`config.mk`:
```
export PLATFORM = sky130hd
export DESIGN_NAME = dp_run_sequencer_flat
export DESIGN_NICKNAME = d
export VERILOG_FILES = /design/src/rtl/dp_run_sequencer_if.sv /design/src/rtl/dp_run_sequencer.sv /design/src/flat_wrapper.sv
export SDC_FILE = /design/constraint.sdc
export NUM_CORES = 1
export LEC_CHECK = 0
export ABC_CLOCK_PERIOD_IN_PS = 4000
export CORE_MARGIN = 2
export CORE_UTILIZATION = 42
export DETAILED_ROUTE_END_ITERATION = 8
export GPL_TIMING_DRIVEN = 0
export PLACE_DENSITY = 0.75
export SYNTH_ARGS = -nofsm -noshare
export SYNTH_HDL_FRONTEND = slang
export SYNTH_SLANG_ARGS = --single-unit
```
`constraint.sdc`:
```
create_clock -name ACLK -period 4 [get_ports ACLK]
set_input_delay 0.4 -clock ACLK [delete_from_list [all_inputs] [get_ports ACLK]]
set_output_delay 0.4 -clock ACLK [all_outputs]
set_load 0.03 [all_outputs]
```
`src/rtl/dp_run_sequencer_if.sv`:
```
// Memory-side bundle of the dot-product run sequencer: operand memory read
// port plus the datapath control/operand/result signals.
interface dp_run_sequencer_if #(
  parameter int DATA_WIDTH = 32,
  parameter int ADDR_BITS  = 10
);
  // operand memories (shared address, synchronous read)
  logic                  MEM_RD_EN;
  logic [ADDR_BITS-1:0]  MEM_ADDR;
  logic [7:0]            MEM_A_RDATA;
  logic [7:0]            MEM_B_RDATA;

  // dot-product datapath
  logic                  DP_ARESETN;
  logic [7:0]            DP_A;
  logic [7:0]            DP_B;
  logic                  DP_INPUTS_READY;
  logic [DATA_WIDTH-1:0] DP_VECTOR_LENGTH;
  logic                  DP_START;
  logic [DATA_WIDTH-1:0] DP_RESULT;
  logic                  DP_DONE;

  // sequencer side
  modport master (
    output MEM_RD_EN, MEM_ADDR,
    input  MEM_A_RDATA, MEM_B_RDATA,
    output DP_ARESETN, DP_A, DP_B, DP_INPUTS_READY, DP_VECTOR_LENGTH, DP_START,
    input  DP_RESULT, DP_DONE
  );

  // memories + datapath side
  modport slave (
    input  MEM_RD_EN, MEM_ADDR,
    output MEM_A_RDATA, MEM_B_RDATA,
    input  DP_ARESETN, DP_A, DP_B, DP_INPUTS_READY, DP_VECTOR_LENGTH, DP_START,
    output DP_RESULT, DP_DONE
  );
endinterface

```
`src/rtl/dp_run_sequencer.sv`:
```
// Command-level controller for the 8-bit dot-product datapath: clears the
// datapath, streams operand pairs from the element memories with one
// inputs_ready strobe per pair, then enables completion and returns the result.
module dp_run_sequencer #(
  parameter int DATA_WIDTH     = 32,
  parameter int ADDR_BITS      = 10,
  parameter int TIMEOUT_CYCLES = 16
) (
  input  logic                  ACLK,
  input  logic                  ARESET,
  input  logic                  CMD_START,
  input  logic [DATA_WIDTH-1:0] CMD_LENGTH,
  input  logic                  CMD_ABORT,
  output logic                  CMD_BUSY,
  output logic                  CMD_DONE,
  output logic                  CMD_ERROR,
  output logic [DATA_WIDTH-1:0] CMD_RESULT,
  dp_run_sequencer_if.master    bus
);

  localparam int IDX_W  = ADDR_BITS + 1;
  localparam int WAIT_W = $clog2(TIMEOUT_CYCLES + 1);
  localparam logic [DATA_WIDTH-1:0] MAX_LEN = DATA_WIDTH'(64'd1 << ADDR_BITS);

  typedef enum logic [3:0] {
    S_IDLE,
    S_CLEAR0,
    S_CLEAR1,
    S_FETCH,
    S_LOAD,
    S_STROBE,
    S_GAP,
    S_WAIT_DONE,
    S_FINISH
  } state_t;

  state_t                r_state;
  state_t                w_next_state;

  logic [IDX_W-1:0]      r_index;
  logic [DATA_WIDTH-1:0] r_len;
  logic [WAIT_W-1:0]     r_wait_cnt;
  logic [7:0]            r_dp_a;
  logic [7:0]            r_dp_b;
  logic [DATA_WIDTH-1:0] r_result;
  logic                  r_error;
  logic                  r_abort_clr;
  logic                  r_rst_hold;

  logic                  w_in_run;
  logic                  w_last;
  logic                  w_timeout;
  logic                  w_start_run;
  logic                  w_start_short;
  logic                  w_short_err;
  logic                  w_idx_inc;
  logic                  w_capture;
  logic                  w_fail;
  logic                  w_abort;

  // abortable window is CLEAR0 through WAIT_DONE
  assign w_in_run = (r_state == S_CLEAR0) || (r_state == S_CLEAR1) ||
                    (r_state == S_FETCH)  || (r_state == S_LOAD)   ||
                    (r_state == S_STROBE) || (r_state == S_GAP)    ||
                    (r_state == S_WAIT_DONE);

  // index is one bit wider than the address so length 2^ADDR_BITS compares correctly
  assign w_last    = (DATA_WIDTH'(r_index) == (r_len - DATA_WIDTH'(1)));
  // counter is 0 in the first WAIT_DONE cycle, so this fires on the last allowed cycle
  assign w_timeout = (r_wait_cnt == WAIT_W'(TIMEOUT_CYCLES - 1));

  // state register
  always_ff @(posedge ACLK) begin
    if (ARESET) begin
      r_state <= S_IDLE;
    end else begin
      r_state <= w_next_state;
    end
  end

  // next-state logic and per-cycle control decisions
  always_comb begin
    w_next_state  = r_state;
    w_start_run   = 1'b0;
    w_start_short = 1'b0;
    w_short_err   = 1'b0;
    w_idx_inc     = 1'b0;
    w_capture     = 1'b0;
    w_fail        = 1'b0;
    w_abort       = 1'b0;

    case (r_state)
      S_IDLE: begin
        if (CMD_START) begin
          if (CMD_LENGTH == '0) begin
            w_start_short = 1'b1;
            w_next_state  = S_FINISH;
          end else if (CMD_LENGTH > MAX_LEN) begin
            w_start_short = 1'b1;
            w_short_err   = 1'b1;
            w_next_state  = S_FINISH;
          end else begin
            w_start_run   = 1'b1;
            w_next_state  = S_CLEAR0;
          end
        end
      end
      S_CLEAR0: w_next_state = S_CLEAR1;
      S_CLEAR1: w_next_state = S_FETCH;
      S_FETCH:  w_next_state = S_LOAD;
      S_LOAD:   w_next_state = S_STROBE;
      S_STROBE: w_next_state = S_GAP;
      S_GAP: begin
        if (w_last) begin
          w_next_state = S_WAIT_DONE;
        end else begin
          w_idx_inc    = 1'b1;
          w_next_state = S_FETCH;
        end
      end
      S_WAIT_DONE: begin
        if (bus.DP_DONE) begin
          w_capture    = 1'b1;
          w_next_state = S_FINISH;
        end else if (w_timeout) begin
          w_fail       = 1'b1;
          w_next_state = S_FINISH;
        end
      end
      S_FINISH: w_next_state = S_IDLE;
      default:  w_next_state = S_IDLE;
    endcase

    // abort overrides any done/timeout decision made above
    if (CMD_ABORT && w_in_run) begin
      w_abort      = 1'b1;
      w_capture    = 1'b0;
      w_fail       = 1'b0;
      w_idx_inc    = 1'b0;
      w_next_state = S_FINISH;
    end
  end

  // run bookkeeping: index, length, operands, wait counter and command status
  always_ff @(posedge ACLK) begin
    if (ARESET) begin
      r_index     <= '0;
      r_len       <= '0;
      r_wait_cnt  <= '0;
      r_dp_a      <= '0;
      r_dp_b      <= '0;
      r_result    <= '0;
      r_error     <= 1'b0;
      r_abort_clr <= 1'b0;
    end else begin
      if (w_start_run) begin
        r_len    <= CMD_LENGTH;
        r_index  <= '0;
        r_result <= '0;
        r_error  <= 1'b0;
      end
      if (w_start_short) begin
        r_result <= '0;
        r_error  <= w_short_err;
      end
      if (w_idx_inc) begin
        r_index <= r_index + IDX_W'(1);
      end
      if (r_state == S_LOAD) begin
        r_dp_a <= bus.MEM_A_RDATA;
        r_dp_b <= bus.MEM_B_RDATA;
      end
      if (r_state == S_WAIT_DONE) begin
        r_wait_cnt <= r_wait_cnt + WAIT_W'(1);
      end else begin
        r_wait_cnt <= '0;
      end
      if (w_capture) begin
        r_result <= bus.DP_RESULT;
        r_error  <= 1'b0;
      end
      if (w_fail || w_abort) begin
        r_result <= '0;
        r_error  <= 1'b1;
      end
      r_abort_clr <= w_abort;
    end
  end

  // keeps the datapath cleared for as long as ARESET is being sampled high
  always_ff @(posedge ACLK) begin
    r_rst_hold <= ARESET;
  end

  assign CMD_BUSY   = (r_state != S_IDLE);
  assign CMD_DONE   = (r_state == S_FINISH);
  assign CMD_ERROR  = r_error;
  assign CMD_RESULT = r_result;

  assign bus.MEM_RD_EN        = (r_state == S_FETCH);
  assign bus.MEM_ADDR         = (r_state == S_FETCH) ? r_index[ADDR_BITS-1:0] : '0;
  assign bus.DP_A             = r_dp_a;
  assign bus.DP_B             = r_dp_b;
  assign bus.DP_VECTOR_LENGTH = r_len;
  // strobe and completion enable drop in the same cycle an abort is raised
  assign bus.DP_INPUTS_READY  = (r_state == S_STROBE)    && !CMD_ABORT;
  assign bus.DP_START         = (r_state == S_WAIT_DONE) && !CMD_ABORT;
  assign bus.DP_ARESETN       = !r_rst_hold &&
                                (r_state != S_CLEAR0) && (r_state != S_CLEAR1) &&
                                !((r_state == S_FINISH) && r_abort_clr);

endmodule

```
`src/flat_wrapper.sv`:
```
// flat-port wrapper written by rule: the top's interface ports become plain ports
module dp_run_sequencer_flat 
#(
  parameter int DATA_WIDTH     = 32,
  parameter int ADDR_BITS      = 10,
  parameter int TIMEOUT_CYCLES = 16
)
  (ACLK, ARESET, CMD_START, CMD_LENGTH, CMD_ABORT, CMD_BUSY, CMD_DONE, CMD_ERROR, CMD_RESULT, bus_MEM_RD_EN, bus_MEM_ADDR, bus_MEM_A_RDATA, bus_MEM_B_RDATA, bus_DP_ARESETN, bus_DP_A, bus_DP_B, bus_DP_INPUTS_READY, bus_DP_VECTOR_LENGTH, bus_DP_START, bus_DP_RESULT, bus_DP_DONE);
  dp_run_sequencer_if #(.DATA_WIDTH(DATA_WIDTH), .ADDR_BITS(ADDR_BITS)) bus_i ();
  input  logic ACLK;
  input  logic ARESET;
  input  logic CMD_START;
  input  logic [DATA_WIDTH-1:0] CMD_LENGTH;
  input  logic CMD_ABORT;
  output logic CMD_BUSY;
  output logic CMD_DONE;
  output logic CMD_ERROR;
  output logic [DATA_WIDTH-1:0] CMD_RESULT;
  output wire logic [$bits(bus_i.MEM_RD_EN)-1:0] bus_MEM_RD_EN;
  output wire logic [$bits(bus_i.MEM_ADDR)-1:0] bus_MEM_ADDR;
  input wire logic [$bits(bus_i.MEM_A_RDATA)-1:0] bus_MEM_A_RDATA;
  input wire logic [$bits(bus_i.MEM_B_RDATA)-1:0] bus_MEM_B_RDATA;
  output wire logic [$bits(bus_i.DP_ARESETN)-1:0] bus_DP_ARESETN;
  output wire logic [$bits(bus_i.DP_A)-1:0] bus_DP_A;
  output wire logic [$bits(bus_i.DP_B)-1:0] bus_DP_B;
  output wire logic [$bits(bus_i.DP_INPUTS_READY)-1:0] bus_DP_INPUTS_READY;
  output wire logic [$bits(bus_i.DP_VECTOR_LENGTH)-1:0] bus_DP_VECTOR_LENGTH;
  output wire logic [$bits(bus_i.DP_START)-1:0] bus_DP_START;
  input wire logic [$bits(bus_i.DP_RESULT)-1:0] bus_DP_RESULT;
  input wire logic [$bits(bus_i.DP_DONE)-1:0] bus_DP_DONE;
  assign bus_MEM_RD_EN = bus_i.MEM_RD_EN;
  assign bus_MEM_ADDR = bus_i.MEM_ADDR;
  assign bus_i.MEM_A_RDATA = bus_MEM_A_RDATA;
  assign bus_i.MEM_B_RDATA = bus_MEM_B_RDATA;
  assign bus_DP_ARESETN = bus_i.DP_ARESETN;
  assign bus_DP_A = bus_i.DP_A;
  assign bus_DP_B = bus_i.DP_B;
  assign bus_DP_INPUTS_READY = bus_i.DP_INPUTS_READY;
  assign bus_DP_VECTOR_LENGTH = bus_i.DP_VECTOR_LENGTH;
  assign bus_DP_START = bus_i.DP_START;
  assign bus_i.DP_RESULT = bus_DP_RESULT;
  assign bus_i.DP_DONE = bus_DP_DONE;
  dp_run_sequencer #(.DATA_WIDTH(DATA_WIDTH), .ADDR_BITS(ADDR_BITS), .TIMEOUT_CYCLES(TIMEOUT_CYCLES)) u_core (.ACLK(ACLK), .ARESET(ARESET), .CMD_START(CMD_START), .CMD_LENGTH(CMD_LENGTH), .CMD_ABORT(CMD_ABORT), .CMD_BUSY(CMD_BUSY), .CMD_DONE(CMD_DONE), .CMD_ERROR(CMD_ERROR), .CMD_RESULT(CMD_RESULT), .bus(bus_i));
endmodule
```
# After elaboration in Yosys (flattened, before gate mapping)
# Index checks and enable logic that the tools add are counted.
# Widths: inputs -> output; s select.
# totals
out_inout_bits,97
input_bits,85
elab_cells,100
reg_bits,103
# classes
eq_ne,16
add_sub_neg,3
reduce_logical,28
bitwise,1
order_cmp,1
mux,40
# op_table
op,n
$mux 32,3
$eq 11x32->1,1
$gt 32x11->1 const B,1
$logic_not 32->1,1
$pmux 4 s8,1
$sub 32x1->32 const B,1
$mux 1,26
$mux 4,6
$mux 11,2
$eq 4x3->1 const B,4
$add 11x1->11 const B,1
$mux 10,1
$eq 4x2->1 const B,2
$reduce_bool 4->1,2
$logic_and 1x1->1,7
$logic_or 1x1->1,7
$ne 3x2->1 const B,2
$reduce_or 2->1,3
$add 5x1->5 const B,1
$eq 5x4->1 const B,1
$eq 4x1->1 const B,1
$eq 4x4->1 const B,1
$logic_not 4->1,1
$ne 4x1->1 const B,1
9 further kinds,12

# Logic depth before layout (Yosys ltp)
# Gate-level depths: netlist of the first run.
# depth
word_depth,11
ltp_mapped,12
depth_no_buf,10

# Worst setup path after synthesis of the first run
# Ideal clock, no wire load.
# synth_timing
path_kind,register to register
from,"register u_core.r_len[5], in the netlist u_core.bus.DP_VECTOR_LENGTH[5]"
to,register u_core.r_index[8]
setup_time_ps,120
n_path_buf,3
path_stages_with_launch,12
period_less_slack_ps,3043
path_slack_ps,957
t_arrival_ps,2923
required_ps,3880
path_cell_list,dfxtp_1 -> buf_4 -> or4_4 -> buf_6 -> o31a_1 -> or2_4 -> a2111oi_4 -> nand4_2 -> o211ai_2 -> buf_6 -> nor2_1 -> a211o_1
# synth_between
elab_chain_len,6
elab_cells_between_ends,7
classes_between,1 x add/sub; 1 x eq/ne; 4 x mux; 1 x reduce/logical
# synth_rtl
item,line,source
from (decl),dp_run_sequencer.sv:41,logic [DATA_WIDTH-1:0] r_len;
from (signal assigned),dp_run_sequencer.sv:148,r_len <= '0;
from (signal assigned),dp_run_sequencer.sv:157,r_len <= CMD_LENGTH;
$sub 32x1->32 (*),dp_run_sequencer.sv:68,assign w_last = (DATA_WIDTH'(r_index) == (r_len - DATA_WIDTH'(1)));
$eq 11x32->1 (*),dp_run_sequencer.sv:68,
$mux 1 (*),dp_run_sequencer.sv:114,if (w_last) begin
$mux 1 (*),dp_run_sequencer.sv:92,case (r_state)
$mux 1 (*),dp_run_sequencer.sv:135,if (CMD_ABORT && w_in_run) begin
$mux 11 or $reduce_bool 2->1 (tied branches),-,
to (signal assigned),dp_run_sequencer.sv:167,r_index <= r_index + IDX_W'(1);
to (decl),dp_run_sequencer.sv:40,logic [IDX_W-1:0] r_index;
# Mark *: on every way between the ends. The rest lies on a longest branch, timed or not.
# A chain may end at the register's enable or synchronous reset.

# Worst setup path in the final report of the first run
# layout_timing
from,"register u_core.r_len[0], in the netlist u_core.bus.DP_VECTOR_LENGTH[0]"
to,register u_core.r_index[8]
# The elaborated chain is that of the path after synthesis.

==> results of run 1 <==
-- worst paths after layout --
check                                               startpoint                   end  slack (ps)  cells past startpoint
worst max-delay path            u_core.bus.DP_VECTOR_LENGTH[0]     u_core.r_index[8]         600                     12
worst min-delay path                      u_core.r_wait_cnt[0]  u_core.r_wait_cnt[0]         460                      1
worst max register to register  u_core.bus.DP_VECTOR_LENGTH[0]     u_core.r_index[8]         600                     12
worst min register to register            u_core.r_wait_cnt[0]  u_core.r_wait_cnt[0]         460                      1
-- layer usage --
metal  routed length [um]  vias up  track usage [%]
li1                     -     2475                -
met1                 5850     2328             27.2
met2                 7300      218             41.0
met3                 1290       29             7.52
met4                  347        0             8.92
met5                    0        -                0
-- worst max-delay path, delay by kind of cell (launching register included) --
kind	cells	cell delay [ps]
buffers and inverters	3	480
adders and majority gates	1	250
and+or+nand+nor	4	950
AOI/OAI and AO/OA	3	1110
DFF	1	380
muxes	1	120
-- through the flow --
step / utilization [%] / area [um^2] / cells / power [mW] / hold slack, ps
6_report: 64.2 / 7050 / 930 / 2.01 / 456
3_5_place_dp: 61.6 / 6760 / 914 / 1.19 / 441
3_3_place_gp: 61.6 / 6760 / 914 / 1.19 / 430
4_1_cts: 64.2 / 7050 / 930 / 2.03 / 451
2_1_floorplan: - / 4770 / 593 / 1.09 / 418
5_1_grt: 64.2 / 7050 / 930 / 2.08 / 482
-- power groups by stage --
stage | combinational [mW] | sequential, mW | clock, mW
after floorplan | 0.0352 | 1.05 | 0
after global placement | 0.140 | 1.05 | 0
after detailed placement | 0.142 | 1.05 | 0
after CTS | 0.143 | 1.03 | 0.858
after global routing | 0.153 | 1.03 | 0.901
final | 0.143 | 1.03 | 0.843
-- cell families after synthesis --
| group | count (synthesis) | synth area share [%] |
|---|---|---|
| compound gates | 117 | 15.5 |
| xor+xnor | 18 | 3.30 |
| fa+ha+maj | 4 | 1.05 |
| buf+inv | 57 | 5.32 |
| flops | 103 | 43.2 |
| mux | 2 | 0.419 |
| simple gates | 292 | 31.3 |
-- layout make-up --
cell class,count,area share [%]
buffer,47,3.07
inverter,10,0.533
sequential,103,29.3
timing repair buffer,181,25.7
multi-input combinational,433,34.9
clock inverter,5,0.604
clock buffer,11,3.44
tap,140,2.49
-- flip-flops by register name, summed over array words and instances (netlist names) --
register and flops:
u_core.r_abort_clr 1, u_core.bus.DP_B 8, u_core.bus.DP_VECTOR_LENGTH 32, u_core.r_state 4, u_core.bus.DP_A 8, u_core.r_wait_cnt 5
u_core.r_index 11, u_core.CMD_ERROR 1, u_core.CMD_RESULT 32, u_core.r_rst_hold 1
-- synthesized netlist by cell type, drive strengths merged, types with 9 or more instances --
cell    number
clkbuf      38
and3        26
inv         10
buf          9
a21oi       72
and2        10
nor2        26
nand2      111
nor3        16
dfxtp      103
nor4        19
nand3       42
xnor2       10
==> results.md, run 1 <==
- Required time of the critical path: roughly 4200 ps
- CP arrival: ~3600 ps
- Status: complete, no violations
- Synth Register Bits: 103
- Synth Warn #: 0
- Fin. Hold Viols: 0
- 1st-iter DRT viols: 291
- PortBufs: approximately 180
- Diode count: 0
- Layout cell share with drive strength beyond 1: 4.68%
- Commonest non-fill, non-tap cell in the layout: clkdlybuf4s50_1
- Total Routing Usage GR: a little under a quarter
- Seq pwr share: 51.0%
- FMAX: 294 MHz
- Via count: 5050
- Net Sw Frac: between 20% and 30%
- CTS resizes: 0
- Total gr overflow: 0
- Initial antenna violation count: 0
- Final setup margin: slightly below 600 ps
- Row cnt: 38
- DP Worst Slack: 607 ps
- Commonest non-fill, non-tap cells in the layout: 181 x clkdlybuf4s50_1, 111 x nand2_1, 103 x dfxtp_1
- Clock share of power: around two fifths
- Share of the synthesized area in the top cell type: approximately 43%
- Drt drc: 0
- Worst vdd ir: about 0.21 mV
- Setup tns final: 0 ps
- H-tree levels: 3
- Routability-driven placement congestion ratio: approximately 0.90
- Post-DP HPWL: approximately 11000 um
- Crit-path max FO: 10
- CP Cell Sequence: inv_1, ha_1, or3b_1, clkbuf_1, nor4_2, mux2i_1, a2111oi_0, nand4_2, o211ai_2, buf_6, nor2_1, a211o_1
- Max_cap viols: 0
- Die area: about 12000 um^2
- CTS tree: built
- CP Launch Type: register
- Worst-Skew Late Latency: around 340 ps
- Post-CTS Setup Bufs: 0
- Die Y: 111 um
- Post-Synthesis Cells: between 500 and 600
- Max stage delay on crit path: approximately 540 ps
- Final setup viols: 0
- CTS Buffer Depth: 2
- CP endpoint kind: register
- Netlist cell types: between 60 and 70
- Top post-synthesis cells by area: dfxtp_1 43%, nand2_1 8.7%, a21oi_1 7.5%, nand3_1 4.4%, and3_1 3.4%
- Area growth from synthesis to layout: 47.6%
- CP Class: register to register
- Routed len/inst: between 15 and 20 um
- Reg area: between 2000 and 2500 um^2
- Async SR Flop Fraction: 0%
- Initial core utilization: a little over two fifths
- Worst Hold Class: register to register
- Wirelength, routed: 14800 um
- Clk sink count: roughly 100
- Clock skew: between 8 and 9 ps
- Pwr per Cell Area: between 200 and 300 nW/um^2
- Avg Cell Area, Syn: 8.05 um^2
- DR vias/cell: approximately 5.4
- Vias in the first global route: around 5000
- Pins Over Slew Limit: 0
- Top FF cell, synth: dfxtp_1
- First-pass GRT wire length: between 20000 and 25000 um
- Hold buffer count at cts: 0
- Core box area: 11000 um^2
- Syn nets: around 680
- DIE WIDTH: about 110 um
- CTS root buffer: clkbuf_16
- Slowest-stage cell, CP: a2111oi_0
- Combinational power share: under 10%
- Slew margin rel.: a little under a third
- Drt pass-1 iters: 7
- Yosys top cell by area: dfxtp_1
- Final Critical Period: 3400 ps
- Antenna-violating nets left: 0
- CTS Buf Count: 9
- Fin nets: 874
- RSZ-0062 raised after global routing: false
- Final worst-path cycle share: 85.1%
- Pin count of the biggest net entering global routing: 18
- Mapped Area: ~4800 um^2
- Int Pwr: around 1.6 mW
- Seq/Total Area, Yosys: a little over two fifths
- Leakage Power: about 2.6 nW
- EDFF count, synth: 0
- IO Pins: between 150 and 200
- Multi-input logic area: roughly 2500 um^2
- Clock-pin slew on the worst setup and hold paths: 70 ps
- Measured slew at the worst slew-check pin: 1020 ps
- Fillcell total: ~950
- Net Sw Power: about 460 uW
(Power assumes the default switching activity.)
==> run 2: changes to the inputs <==
Settings changed: ABC_AREA from default to 0, CTS_CLUSTER_SIZE from default to 30.
==> results of run 2 <==
The final DEF is identical to that of run 1; final timing and power are the same.
